`config.mk`:
```
export PLATFORM = sky130hd
export DESIGN_NAME = sram_uart_arbiter_flat
export DESIGN_NICKNAME = d
export VERILOG_FILES = /design/src/rtl/arb_pkg.sv /design/src/rtl/sram_uart_arbiter_if.sv /design/src/rtl/uart_seq.sv /design/src/rtl/sram_uart_arbiter.sv /design/src/flat_wrapper.sv
export SDC_FILE = /design/constraint.sdc
export NUM_CORES = 1
export LEC_CHECK = 0
export ABC_AREA = 1
export CORE_ASPECT_RATIO = 2
export CORE_MARGIN = 1.5
export CORE_UTILIZATION = 34
export CTS_CLUSTER_SIZE = 28
export DETAILED_ROUTE_END_ITERATION = 8
export PLACE_DENSITY = 0.69
export SLEW_MARGIN = 20
export SYNTH_ARGS = -nofsm -noshare
export SYNTH_HDL_FRONTEND = slang
export SYNTH_HIERARCHICAL = 1
export SYNTH_SLANG_ARGS = --single-unit
```
`constraint.sdc`:
```
create_clock -name clk -period 2.4 [get_ports clk]
set_clock_uncertainty 0.2 [all_clocks]
set_input_delay 0.48 -clock clk [delete_from_list [all_inputs] [get_ports clk]]
set_output_delay 0.48 -clock clk [all_outputs]
set_load 0.02 [all_outputs]
```
`src/rtl/arb_pkg.sv`:
```
// Shared types and constants for the SRAM/UART bus arbiter.
//   - arb_state_e : arbiter FSM states
//   - acc_kind_e  : kind of access latched when leaving IDLE
//   - default UART register addresses and status-word bit positions
package arb_pkg;

  typedef enum logic [2:0] {
    StIdle,
    StSrd,
    StSwrSetup,
    StSwrPulse,
    StUrd,
    StUwr,
    StUwait,
    StDone
  } arb_state_e;

  typedef enum logic [2:0] {
    AccSramRd,
    AccSramWr,
    AccUartRd,
    AccUartWr,
    AccStatRd,
    AccNop
  } acc_kind_e;

  localparam logic [15:0] UartDataAddrDefault = 16'hBF00;
  localparam logic [15:0] UartStatAddrDefault = 16'hBF01;

  // Status word layout: bit0 transmitter ready, bit1 receive data ready.
  localparam int unsigned StatTxReadyBit = 0;
  localparam int unsigned StatRxReadyBit = 1;

endpackage

```
`src/rtl/sram_uart_arbiter_if.sv`:
```
// Bundle of the fetch port, data port and external SRAM/UART bus signals.
//   slave  : arbiter view (takes requests and bus inputs, drives readies and strobes)
//   master : pipeline / board view (drives requests and bus inputs)
interface sram_uart_arbiter_if;
  // Fetch port
  logic        if_req;
  logic [15:0] if_addr;
  logic [15:0] if_rdata;
  logic        if_ready;
  // Data port
  logic        mem_rd;
  logic        mem_wr;
  logic [15:0] mem_addr;
  logic [15:0] mem_wdata;
  logic [15:0] mem_rdata;
  logic        mem_ready;
  logic        mem_conflict;
  // External bus
  logic [17:0] bus_addr;
  logic [15:0] bus_dout;
  logic        bus_drive;
  logic [15:0] bus_din;
  logic        sram_en_n;
  logic        sram_oe_n;
  logic        sram_we_n;
  logic        uart_rdn;
  logic        uart_wrn;
  logic        data_ready;
  logic        tbre;
  logic        tsre;

  modport slave (
    input  if_req, if_addr, mem_rd, mem_wr, mem_addr, mem_wdata,
    input  bus_din, data_ready, tbre, tsre,
    output if_rdata, if_ready, mem_rdata, mem_ready, mem_conflict,
    output bus_addr, bus_dout, bus_drive, sram_en_n, sram_oe_n, sram_we_n,
    output uart_rdn, uart_wrn
  );

  modport master (
    output if_req, if_addr, mem_rd, mem_wr, mem_addr, mem_wdata,
    output bus_din, data_ready, tbre, tsre,
    input  if_rdata, if_ready, mem_rdata, mem_ready, mem_conflict,
    input  bus_addr, bus_dout, bus_drive, sram_en_n, sram_oe_n, sram_we_n,
    input  uart_rdn, uart_wrn
  );
endinterface

```
`src/rtl/uart_seq.sv`:
```
// UART strobe sequencer used by the arbiter when ARB_UART_EN is defined.
// Ports:
//   state_i        current arbiter state
//   data_ready_i   UART receive data available
//   tbre_i, tsre_i UART transmit buffer / shift register empty
//   uart_rdn_o     read strobe, low in URD
//   uart_wrn_o     write strobe, low in UWR
//   done_o         UART phase finished: always in URD, in UWAIT once the transmitter is idle
//   status_o       status register word
module uart_seq
  import arb_pkg::*;
(
  input  arb_state_e  state_i,
  input  logic        data_ready_i,
  input  logic        tbre_i,
  input  logic        tsre_i,
  output logic        uart_rdn_o,
  output logic        uart_wrn_o,
  output logic        done_o,
  output logic [15:0] status_o
);

  logic tx_ready;
  assign tx_ready = tbre_i & tsre_i;

  always_comb begin
    uart_rdn_o = 1'b1;
    uart_wrn_o = 1'b1;
    done_o     = 1'b0;
    status_o   = '0;
    status_o[StatTxReadyBit] = tx_ready;
    status_o[StatRxReadyBit] = data_ready_i;
    unique case (state_i)
      StUrd: begin
        // Read is unconditional; software polls status before reading.
        uart_rdn_o = 1'b0;
        done_o     = 1'b1;
      end
      StUwr:   uart_wrn_o = 1'b0;
      StUwait: done_o     = tx_ready;
      default: ;
    endcase
  end

endmodule

```
`src/rtl/sram_uart_arbiter.sv`:
```
// Shares one external SRAM/UART bus between the instruction-fetch port and the
// data (MEM-stage) port. Data requests win unless a fetch is owed from a previous
// data access that completed while the fetch was waiting.
// Ports:
//   clk, rst : clock, synchronous active-high reset
//   arb      : sram_uart_arbiter_if.slave (fetch port, data port, external bus)
// Build option: define ARB_UART_EN to compile in UART data/status decoding and the
// uart_seq sequencer; otherwise every address goes to SRAM and the UART strobes idle high.
module sram_uart_arbiter
  import arb_pkg::*;
#(
  parameter logic [15:0] UART_DATA_ADDR = UartDataAddrDefault,
  parameter logic [15:0] UART_STAT_ADDR = UartStatAddrDefault
) (
  input logic                clk,
  input logic                rst,
  sram_uart_arbiter_if.slave arb
);

  arb_state_e  state_q, state_d;
  acc_kind_e   kind_q, kind_d;
  acc_kind_e   mem_kind;
  logic        grant_mem_q, grant_mem_d;
  logic        fetch_owed_q, fetch_owed_d;
  logic [15:0] addr_q, addr_d;
  logic [15:0] wdata_q, wdata_d;
  logic [15:0] if_rdata_q, if_rdata_d;
  logic [15:0] mem_rdata_q, mem_rdata_d;
  logic        uart_done;
  logic [15:0] stat_word;
  logic        mem_req;

  assign mem_req = arb.mem_rd | arb.mem_wr;

`ifdef ARB_UART_EN
  logic uart_rdn, uart_wrn;

  uart_seq u_uart_seq (
    .state_i     (state_q),
    .data_ready_i(arb.data_ready),
    .tbre_i      (arb.tbre),
    .tsre_i      (arb.tsre),
    .uart_rdn_o  (uart_rdn),
    .uart_wrn_o  (uart_wrn),
    .done_o      (uart_done),
    .status_o    (stat_word)
  );

  assign arb.uart_rdn = uart_rdn;
  assign arb.uart_wrn = uart_wrn;

  // A simultaneous read and write request is treated as a write.
  always_comb begin
    mem_kind = arb.mem_wr ? AccSramWr : AccSramRd;
    if (arb.mem_addr == UART_DATA_ADDR) begin
      mem_kind = arb.mem_wr ? AccUartWr : AccUartRd;
    end else if (arb.mem_addr == UART_STAT_ADDR) begin
      mem_kind = arb.mem_wr ? AccNop : AccStatRd;
    end
  end
`else
  logic unused_uart;

  assign uart_done    = 1'b0;
  assign stat_word    = '0;
  assign arb.uart_rdn = 1'b1;
  assign arb.uart_wrn = 1'b1;
  assign mem_kind     = arb.mem_wr ? AccSramWr : AccSramRd;
  assign unused_uart  = ^{arb.data_ready, arb.tbre, arb.tsre, UART_DATA_ADDR, UART_STAT_ADDR};
`endif

  always_comb begin
    state_d      = state_q;
    kind_d       = kind_q;
    grant_mem_d  = grant_mem_q;
    fetch_owed_d = fetch_owed_q;
    addr_d       = addr_q;
    wdata_d      = wdata_q;
    if_rdata_d   = if_rdata_q;
    mem_rdata_d  = mem_rdata_q;
    unique case (state_q)
      StIdle: begin
        if (mem_req && !(fetch_owed_q && arb.if_req)) begin
          grant_mem_d = 1'b1;
          kind_d      = mem_kind;
          addr_d      = arb.mem_addr;
          wdata_d     = arb.mem_wdata;
          unique case (mem_kind)
            AccSramRd: state_d = StSrd;
            AccSramWr: state_d = StSwrSetup;
            AccUartRd: state_d = StUrd;
            AccUartWr: state_d = StUwr;
            AccStatRd: begin
              mem_rdata_d = stat_word;
              state_d     = StDone;
            end
            default:   state_d = StDone;  // write to status register: no-op
          endcase
        end else if (arb.if_req) begin
          grant_mem_d  = 1'b0;
          kind_d       = AccSramRd;
          addr_d       = arb.if_addr;
          fetch_owed_d = 1'b0;
          state_d      = StSrd;
        end
      end
      StSrd: begin
        if (grant_mem_q) mem_rdata_d = arb.bus_din;
        else             if_rdata_d  = arb.bus_din;
        state_d = StDone;
      end
      StSwrSetup: state_d = StSwrPulse;
      StSwrPulse: state_d = StDone;
      StUrd: begin
        mem_rdata_d = arb.bus_din;
        if (uart_done) state_d = StDone;
      end
      StUwr:   state_d = StUwait;
      StUwait: if (uart_done) state_d = StDone;
      StDone: begin
        // A fetch that waited out a data access gets the next slot.
        if (grant_mem_q && arb.if_req) fetch_owed_d = 1'b1;
        state_d = StIdle;
      end
      default: state_d = StIdle;
    endcase
  end

  always_ff @(posedge clk) begin
    if (rst) begin
      state_q      <= StIdle;
      kind_q       <= AccSramRd;
      grant_mem_q  <= 1'b0;
      fetch_owed_q <= 1'b0;
      addr_q       <= '0;
      wdata_q      <= '0;
      if_rdata_q   <= '0;
      mem_rdata_q  <= '0;
    end else begin
      state_q      <= state_d;
      kind_q       <= kind_d;
      grant_mem_q  <= grant_mem_d;
      fetch_owed_q <= fetch_owed_d;
      addr_q       <= addr_d;
      wdata_q      <= wdata_d;
      if_rdata_q   <= if_rdata_d;
      mem_rdata_q  <= mem_rdata_d;
    end
  end

  assign arb.if_ready     = (state_q == StDone) && !grant_mem_q;
  assign arb.mem_ready    = (state_q == StDone) && grant_mem_q;
  assign arb.if_rdata     = if_rdata_q;
  assign arb.mem_rdata    = mem_rdata_q;
  assign arb.mem_conflict = mem_req & ~arb.mem_ready;

  assign arb.bus_addr  = {2'b00, addr_q};
  assign arb.bus_dout  = wdata_q;
  // Write data stays driven through DONE so it is held past the rising edge of we_n.
  assign arb.bus_drive = (state_q == StSwrSetup) || (state_q == StSwrPulse) ||
                         (state_q == StUwr) || ((state_q == StDone) && (kind_q == AccSramWr));
  assign arb.sram_en_n = !((state_q == StSrd) || (state_q == StSwrSetup) ||
                           (state_q == StSwrPulse));
  assign arb.sram_oe_n = (state_q != StSrd);
  assign arb.sram_we_n = (state_q != StSwrPulse);

endmodule

```
`src/flat_wrapper.sv`:
```
// flat-port wrapper written by rule: the top's interface ports become plain ports
module sram_uart_arbiter_flat import arb_pkg::*;
#(
  parameter logic [15:0] UART_DATA_ADDR = UartDataAddrDefault,
  parameter logic [15:0] UART_STAT_ADDR = UartStatAddrDefault
)
  (clk, rst, arb_if_req, arb_if_addr, arb_mem_rd, arb_mem_wr, arb_mem_addr, arb_mem_wdata, arb_bus_din, arb_data_ready, arb_tbre, arb_tsre, arb_if_rdata, arb_if_ready, arb_mem_rdata, arb_mem_ready, arb_mem_conflict, arb_bus_addr, arb_bus_dout, arb_bus_drive, arb_sram_en_n, arb_sram_oe_n, arb_sram_we_n, arb_uart_rdn, arb_uart_wrn);
  sram_uart_arbiter_if arb_i ();
  input logic clk;
  input logic rst;
  input wire logic [$bits(arb_i.if_req)-1:0] arb_if_req;
  input wire logic [$bits(arb_i.if_addr)-1:0] arb_if_addr;
  input wire logic [$bits(arb_i.mem_rd)-1:0] arb_mem_rd;
  input wire logic [$bits(arb_i.mem_wr)-1:0] arb_mem_wr;
  input wire logic [$bits(arb_i.mem_addr)-1:0] arb_mem_addr;
  input wire logic [$bits(arb_i.mem_wdata)-1:0] arb_mem_wdata;
  input wire logic [$bits(arb_i.bus_din)-1:0] arb_bus_din;
  input wire logic [$bits(arb_i.data_ready)-1:0] arb_data_ready;
  input wire logic [$bits(arb_i.tbre)-1:0] arb_tbre;
  input wire logic [$bits(arb_i.tsre)-1:0] arb_tsre;
  output wire logic [$bits(arb_i.if_rdata)-1:0] arb_if_rdata;
  output wire logic [$bits(arb_i.if_ready)-1:0] arb_if_ready;
  output wire logic [$bits(arb_i.mem_rdata)-1:0] arb_mem_rdata;
  output wire logic [$bits(arb_i.mem_ready)-1:0] arb_mem_ready;
  output wire logic [$bits(arb_i.mem_conflict)-1:0] arb_mem_conflict;
  output wire logic [$bits(arb_i.bus_addr)-1:0] arb_bus_addr;
  output wire logic [$bits(arb_i.bus_dout)-1:0] arb_bus_dout;
  output wire logic [$bits(arb_i.bus_drive)-1:0] arb_bus_drive;
  output wire logic [$bits(arb_i.sram_en_n)-1:0] arb_sram_en_n;
  output wire logic [$bits(arb_i.sram_oe_n)-1:0] arb_sram_oe_n;
  output wire logic [$bits(arb_i.sram_we_n)-1:0] arb_sram_we_n;
  output wire logic [$bits(arb_i.uart_rdn)-1:0] arb_uart_rdn;
  output wire logic [$bits(arb_i.uart_wrn)-1:0] arb_uart_wrn;
  assign arb_i.if_req = arb_if_req;
  assign arb_i.if_addr = arb_if_addr;
  assign arb_i.mem_rd = arb_mem_rd;
  assign arb_i.mem_wr = arb_mem_wr;
  assign arb_i.mem_addr = arb_mem_addr;
  assign arb_i.mem_wdata = arb_mem_wdata;
  assign arb_i.bus_din = arb_bus_din;
  assign arb_i.data_ready = arb_data_ready;
  assign arb_i.tbre = arb_tbre;
  assign arb_i.tsre = arb_tsre;
  assign arb_if_rdata = arb_i.if_rdata;
  assign arb_if_ready = arb_i.if_ready;
  assign arb_mem_rdata = arb_i.mem_rdata;
  assign arb_mem_ready = arb_i.mem_ready;
  assign arb_mem_conflict = arb_i.mem_conflict;
  assign arb_bus_addr = arb_i.bus_addr;
  assign arb_bus_dout = arb_i.bus_dout;
  assign arb_bus_drive = arb_i.bus_drive;
  assign arb_sram_en_n = arb_i.sram_en_n;
  assign arb_sram_oe_n = arb_i.sram_oe_n;
  assign arb_sram_we_n = arb_i.sram_we_n;
  assign arb_uart_rdn = arb_i.uart_rdn;
  assign arb_uart_wrn = arb_i.uart_wrn;
  sram_uart_arbiter #(.UART_DATA_ADDR(UART_DATA_ADDR), .UART_STAT_ADDR(UART_STAT_ADDR)) u_core (.clk(clk), .rst(rst), .arb(arb_i));
endmodule
```
Word-level counts from Yosys, hierarchy flattened
Index checks and enable logic that the tools add are counted.
{ "totals": {"register_bits": 72, "output_inout_bits": 75, "elab_cells": 79, "memories": 0, "ramBits": 0, "latch_bits": 0, "romBits": 0, "inputBits": 72} }
{ "op_classes": {"n_mux": 18, "n_bitwise": 5, "n_mul": 0, "n_lt_le_gt_ge": 0, "n_addsub": 0, "eq_ne": 21, "div_mod_pow": 0, "n_reduce_logical": 27, "n_shift": 0} }
{ "ops": {"columns": ["operator", "n"], "rows": [
  ["16-bit two-way mux", 5],
  ["16-bit one-hot mux with 3 select lines", 1],
  ["3-bit equality test (second input constant)", 5],
  ["3-bit one-hot mux with 5 select lines", 1],
  ["3-bit by 2-bit equality test with 1-bit output (second input constant)", 4],
  ["3-bit two-way mux", 4],
  ["3-bit one-hot mux with 4 select lines", 1],
  ["3-bit by 1-bit equality test with 1-bit output (second input constant)", 3],
  ["2-bit AND reduction", 4],
  ["4-bit AND reduction", 2],
  ["1-bit logical AND", 6],
  ["3-bit logical NOT", 2],
  ["2-bit by 1-bit inequality test with 1-bit output (second input constant)", 3],
  ["2-bit inequality test (second input constant)", 3],
  ["3-bit by 2-bit inequality test with 1-bit output (second input constant)", 2],
  ["1-bit logical OR", 5],
  ["1-bit two-way mux", 5],
  ["2-bit nonzero test", 2],
  ["2-bit OR reduction", 2],
  ["1-bit logical NOT", 3],
  ["3-bit by 1-bit inequality test with 1-bit output (second input constant)", 1],
  ["1-bit inverter", 3],
  ["3-bit nonzero test", 1],
  ["1-bit one-hot mux with 2 select lines", 1],
  ["other kinds (2)", 2]
]} }

Logic depth before layout (Yosys ltp)
{ "depth": {"depth_word": 5, "ltp_mapped": 9, "mapped_depth_nobuf": 8} }

Worst setup path before layout
No wires, ideal clock.
{ "synth_path": {"kind": "register -> output", "start": "register u_core.state_q[2]", "end": "output arb_bus_drive", "setup_slack_ns": 0.660, "t_arrival_ns": 1.060, "path_buffers": 0, "path_stages_with_launch": 3, "required_ns": 1.720, "cell_sequence": "dfxtp_1 nand2_1 o21ai_0"} }
{ "synth_between": {"elab_chain_len": 4, "elab_cells_between_ends": 8, "classes_between": "eq/ne (4); reduce/logical (4)"} }
{ "synth_lines": {"columns": ["element", "line_no", "text"], "rows": [
  ["from (decl)", "sram_uart_arbiter.sv:20", "arb_state_e state_q, state_d;"],
  ["from (signal assigned)", "sram_uart_arbiter.sv:131", "state_q <= StIdle;"],
  ["from (signal assigned)", "sram_uart_arbiter.sv:140", "state_q <= state_d;"],
  ["3-bit by 2-bit equality test with 1-bit output", "sram_uart_arbiter.sv:160", "assign arb.bus_drive = (state_q == StSwrSetup) || (state_q == StSwrPulse) ||"],
  ["1-bit logical OR (2 in a row)", "sram_uart_arbiter.sv:160", null],
  ["1-bit logical OR (*)", "sram_uart_arbiter.sv:161", "(state_q == StUwr) || ((state_q == StDone) && (kind_q == AccSramWr));"],
  ["to (decl)", "flat_wrapper.sv:28", "output wire logic [$bits(arb_i.bus_drive)-1:0] arb_bus_drive;"]
]} }
Every way passes the cells marked *; elsewhere a longest branch is shown, timed or not.

Worst setup path in the final report
{ "layout_path": {"start": "register u_core.state_q[1]", "end": "output arb_mem_ready"} }
{ "layout_between": {"elab_chain_len": 2} }
{ "layout_lines": {"columns": ["element", "line_no", "text"], "rows": [
  ["3-bit equality test", "sram_uart_arbiter.sv:152", "assign arb.mem_ready = (state_q == StDone) && grant_mem_q;"],
  ["1-bit logical AND", "sram_uart_arbiter.sv:152", null],
  ["to (decl)", "flat_wrapper.sv:24", "output wire logic [$bits(arb_i.mem_ready)-1:0] arb_mem_ready;"]
]} }
No other way between the ends.

==> summary.txt <==
Synthesis
  • Synth cell types: 24
  • Synth Flop Type: dfxtp_1
  • Synthesized area per cell: 7.20 um^2
  • Synth area leaders: dfxtp_1, nor2_1, nand2_1
  • Synthesized flop and latch total: 70
  • Post-Syn Area: 2980 um^2
  • Post-synth EDFFs: 0
  • Asr flop ratio synth: 0%
  • Count leader, synth: nor2_1
  • Post-synthesis sequential area ratio: 47.0%
  • Commonest cells post-synth: nor2_1, dfxtp_1, nand2_1
  • Yosys warns: 6
  • Post-synth top area cell: dfxtp_1
  • Cells after Synth: 414
  • Post-synth top area share: 47.0%

Clock network
  • CTS Buf Count: 9
  • H-tree levels: 3
  • TritonCTS clock tree: yes
  • Clk slew on worst S/H paths: 0.05 ns
  • Clock Latency Late Sink: 0.32 ns
  • Setup Fix Bufs, Post-CTS: 0
  • CTS Sinks: 70
  • Max Buffers Root-to-Sink: 2
  • CTS root buf: clkbuf_16
  • CTS Hold Bufs: 0

GRT
  • Largest net degree at the start of global routing: 35
  • Total GRT Usage: 18.1%
  • GR Overflow Total: 0
  • First-pass GRT wire length: 13.4 mm
  • Initial antenna violation count: 0
  • Vias in the first global route: 2931

Hold path
  • Hold path depth: 2
  • Worst hold path endpoint: u_core/fetch_owed_q
  • Min-delay worst type: reg2reg
  • Min-delay src: u_core/fetch_owed_q

Placed design
  • Port Buffers: 139
  • GPL Wtd Cong: 0.769
  • Hpwl dp: 6.34 mm
  • Placed Cells: 638

Pwr
  • Static Leak: 0.00196 uW
  • VDD IR max: 0.677 mV
  • P per Cell Area: 1050 nW/um^2

Setup path
  • Crit path DAT: 1.64 ns
  • R2R Setup Slk: 0.68 ns
  • Critical path class: reg2out
  • Setup crit end kind: primary output
  • Critical R2R Capture: u_core/arb.mem_rdata[11]
  • CP Launch Type: register
  • R2r startpoint: u_core/state_q[0]
  • Reg2Reg Depth: 6
  • Data required, critical path: 1.72 ns
  • Critical-path maximum fanout: 6

Timing
  • Slew Limit Fails: 0
  • Crit path time final: 2.32 ns
  • Period utilization: 96.6%
  • Endpoints failing setup: 0
  • Unrepaired setup endpoints after global routing: false
  • F_max: 431 MHz
  • Smallest hold slack: 0.249 ns
  • Fin. Hold Viols: 0

Route
  • Routed Antenna Nets: 0
  • Iter 0 DRT Violations: 164
  • # DRC: 0
  • DR vias: 2993
  • Vias per cell: 4.58
  • Final wirelength: 8.28 mm
  • First-pass DRT Iterations: 4
  • DR WL/cell: 12.7 um

Die
  • Rows: 48
  • Die X: 69.2 um
  • Initial cell density of the core: 34.7%
  • Die area: 9380 um^2
  • Die Ht: 135 um
  • IO Count: 147
  • Core Region: 8590 um^2

Finish
  • Non-Filler Instances: 654
  • Layout cells sized above 1: 7.40%
  • NumNets Final: 621
  • Inserted Diodes: 0
  • Area growth syn-to-layout: 57.5%

Job
  • Maxcap violations: 0

Status
  • Outcome: complete, no violations
-- area by class of cell --
type	count	area (um^2)
Tap cell	100	125
Inverter	29	116
Clock buffer	9	225
Fill cell	826	3890
Clock inverter	7	65.1
Timing Repair Buffer	147	1460
Sequential cell	70	1400
Multi-Input combinational cell	292	1300
-- layout by cell type, fill, tap and decap left out --
| master | netlist | routed |
|---|---|---|
| clkbuf_16 | 0 | 9 |
| nand4_1 | 2 | 2 |
| a21oi_1 | 19 | 19 |
| dlygate4sd2_1 | 0 | 3 |
| inv_4 | 3 | 3 |
| conb_1 | 2 | 4 |
| dfxtp_1 | 70 | 68 |
| clkdlybuf4s50_1 | 0 | 136 |
| nor2_4 | 2 | 2 |
| o21ai_2 | 1 | 1 |
| clkinvlp_4 | 0 | 2 |
| buf_4 | 5 | 7 |
| dfxtp_2 | 0 | 2 |
| nand2_4 | 4 | 4 |
| inv_1 | 23 | 23 |
| nor2_1 | 119 | 119 |
| nand3b_4 | 1 | 1 |
| nor2_8 | 1 | 1 |
| nand3_1 | 21 | 21 |
| o21ai_0 | 49 | 49 |
| inv_2 | 3 | 3 |
| nand2_1 | 66 | 66 |
| nor3b_1 | 1 | 1 |
| o21ai_1 | 2 | 2 |
| clkinv_2 | 0 | 4 |
| buf_12 | 0 | 1 |
| bufinv_16 | 0 | 1 |
-- metrics by stage --
step	setup slack (ns)	utilization (%)	instance area, um^2	TNS (ns)	total power [uW]
after floorplan	0.660	-	2990	0	2930
after global placement	-0.0104	51.3	4410	-0.0104	3680
after detailed placement	-0.0192	51.3	4410	-0.0192	3720
after CTS	0.0659	54.7	4700	0	5010
after global routing	0.0201	54.7	4700	0	5260
final	0.0819	54.7	4700	0	4950
-- power by group --
group	internal, uW	switching (uW)	total, uW
logic	870	1160	2030
registers	1470	172	1640
clock network	795	486	1280
total	3130	1810	4950
-- routing by layer --
layer | routed length (um) | vias up | track usage (%)
met5 | 0 | - | 0
met4 | 259 | 0 | 9.48
met3 | 482 | 17 | 4.91
met2 | 4650 | 105 | 34.9
met1 | 2890 | 1312 | 16.9
li1 | - | 1559 | -
-- state kept, by name, indices dropped and copies added, names as in the netlist --
signal and count:
u_core/arb.if_rdata 16, u_core/addr_q 16, u_core/arb.mem_rdata 16, u_core/grant_mem_q 1
u_core/state_q 3, u_core/arb.bus_dout 16, u_core/fetch_owed_q 1, u_core/kind_q 1
-- worst max path at each step --
| stage | startpoint | depth (start not counted) | to | slack, ns |
|---|---|---|---|---|
| after floorplan | u_core/state_q[2] | 2 | arb_bus_drive | 0.66 |
| after global placement | arb_mem_rd | 4 | arb_mem_conflict | -0.01 |
| after detailed placement | arb_mem_rd | 4 | arb_mem_conflict | -0.02 |
| after CTS | u_core/state_q[1] | 3 | arb_mem_ready | 0.07 |
| after global routing | u_core/state_q[1] | 3 | arb_if_ready | 0.02 |
| final | u_core/state_q[1] | 3 | arb_mem_ready | 0.08 |
-- what timing repair did --
item	CTS	global route
setup endpoints to repair	5	0
resized for setup	5	0
hold endpoints to repair	0	0
-- critical path: stages (launching register included) --
cell and delay [ns]:
dfxtp_1 0.43, nand4_1 0.18, inv_1 0.11, clkdlybuf4s50_1 0.60
-- logic make-up after synthesis --
group | Yosys count | synth area share, %
buffers and inverters | 54 | 9.65
other | 2 | 0.252
flip-flops | 70 | 47.0
AND/OR/NAND/NOR | 217 | 31.1
AO/OA/AOI/OAI | 71 | 12.0
(Power assumes the default switching activity.)
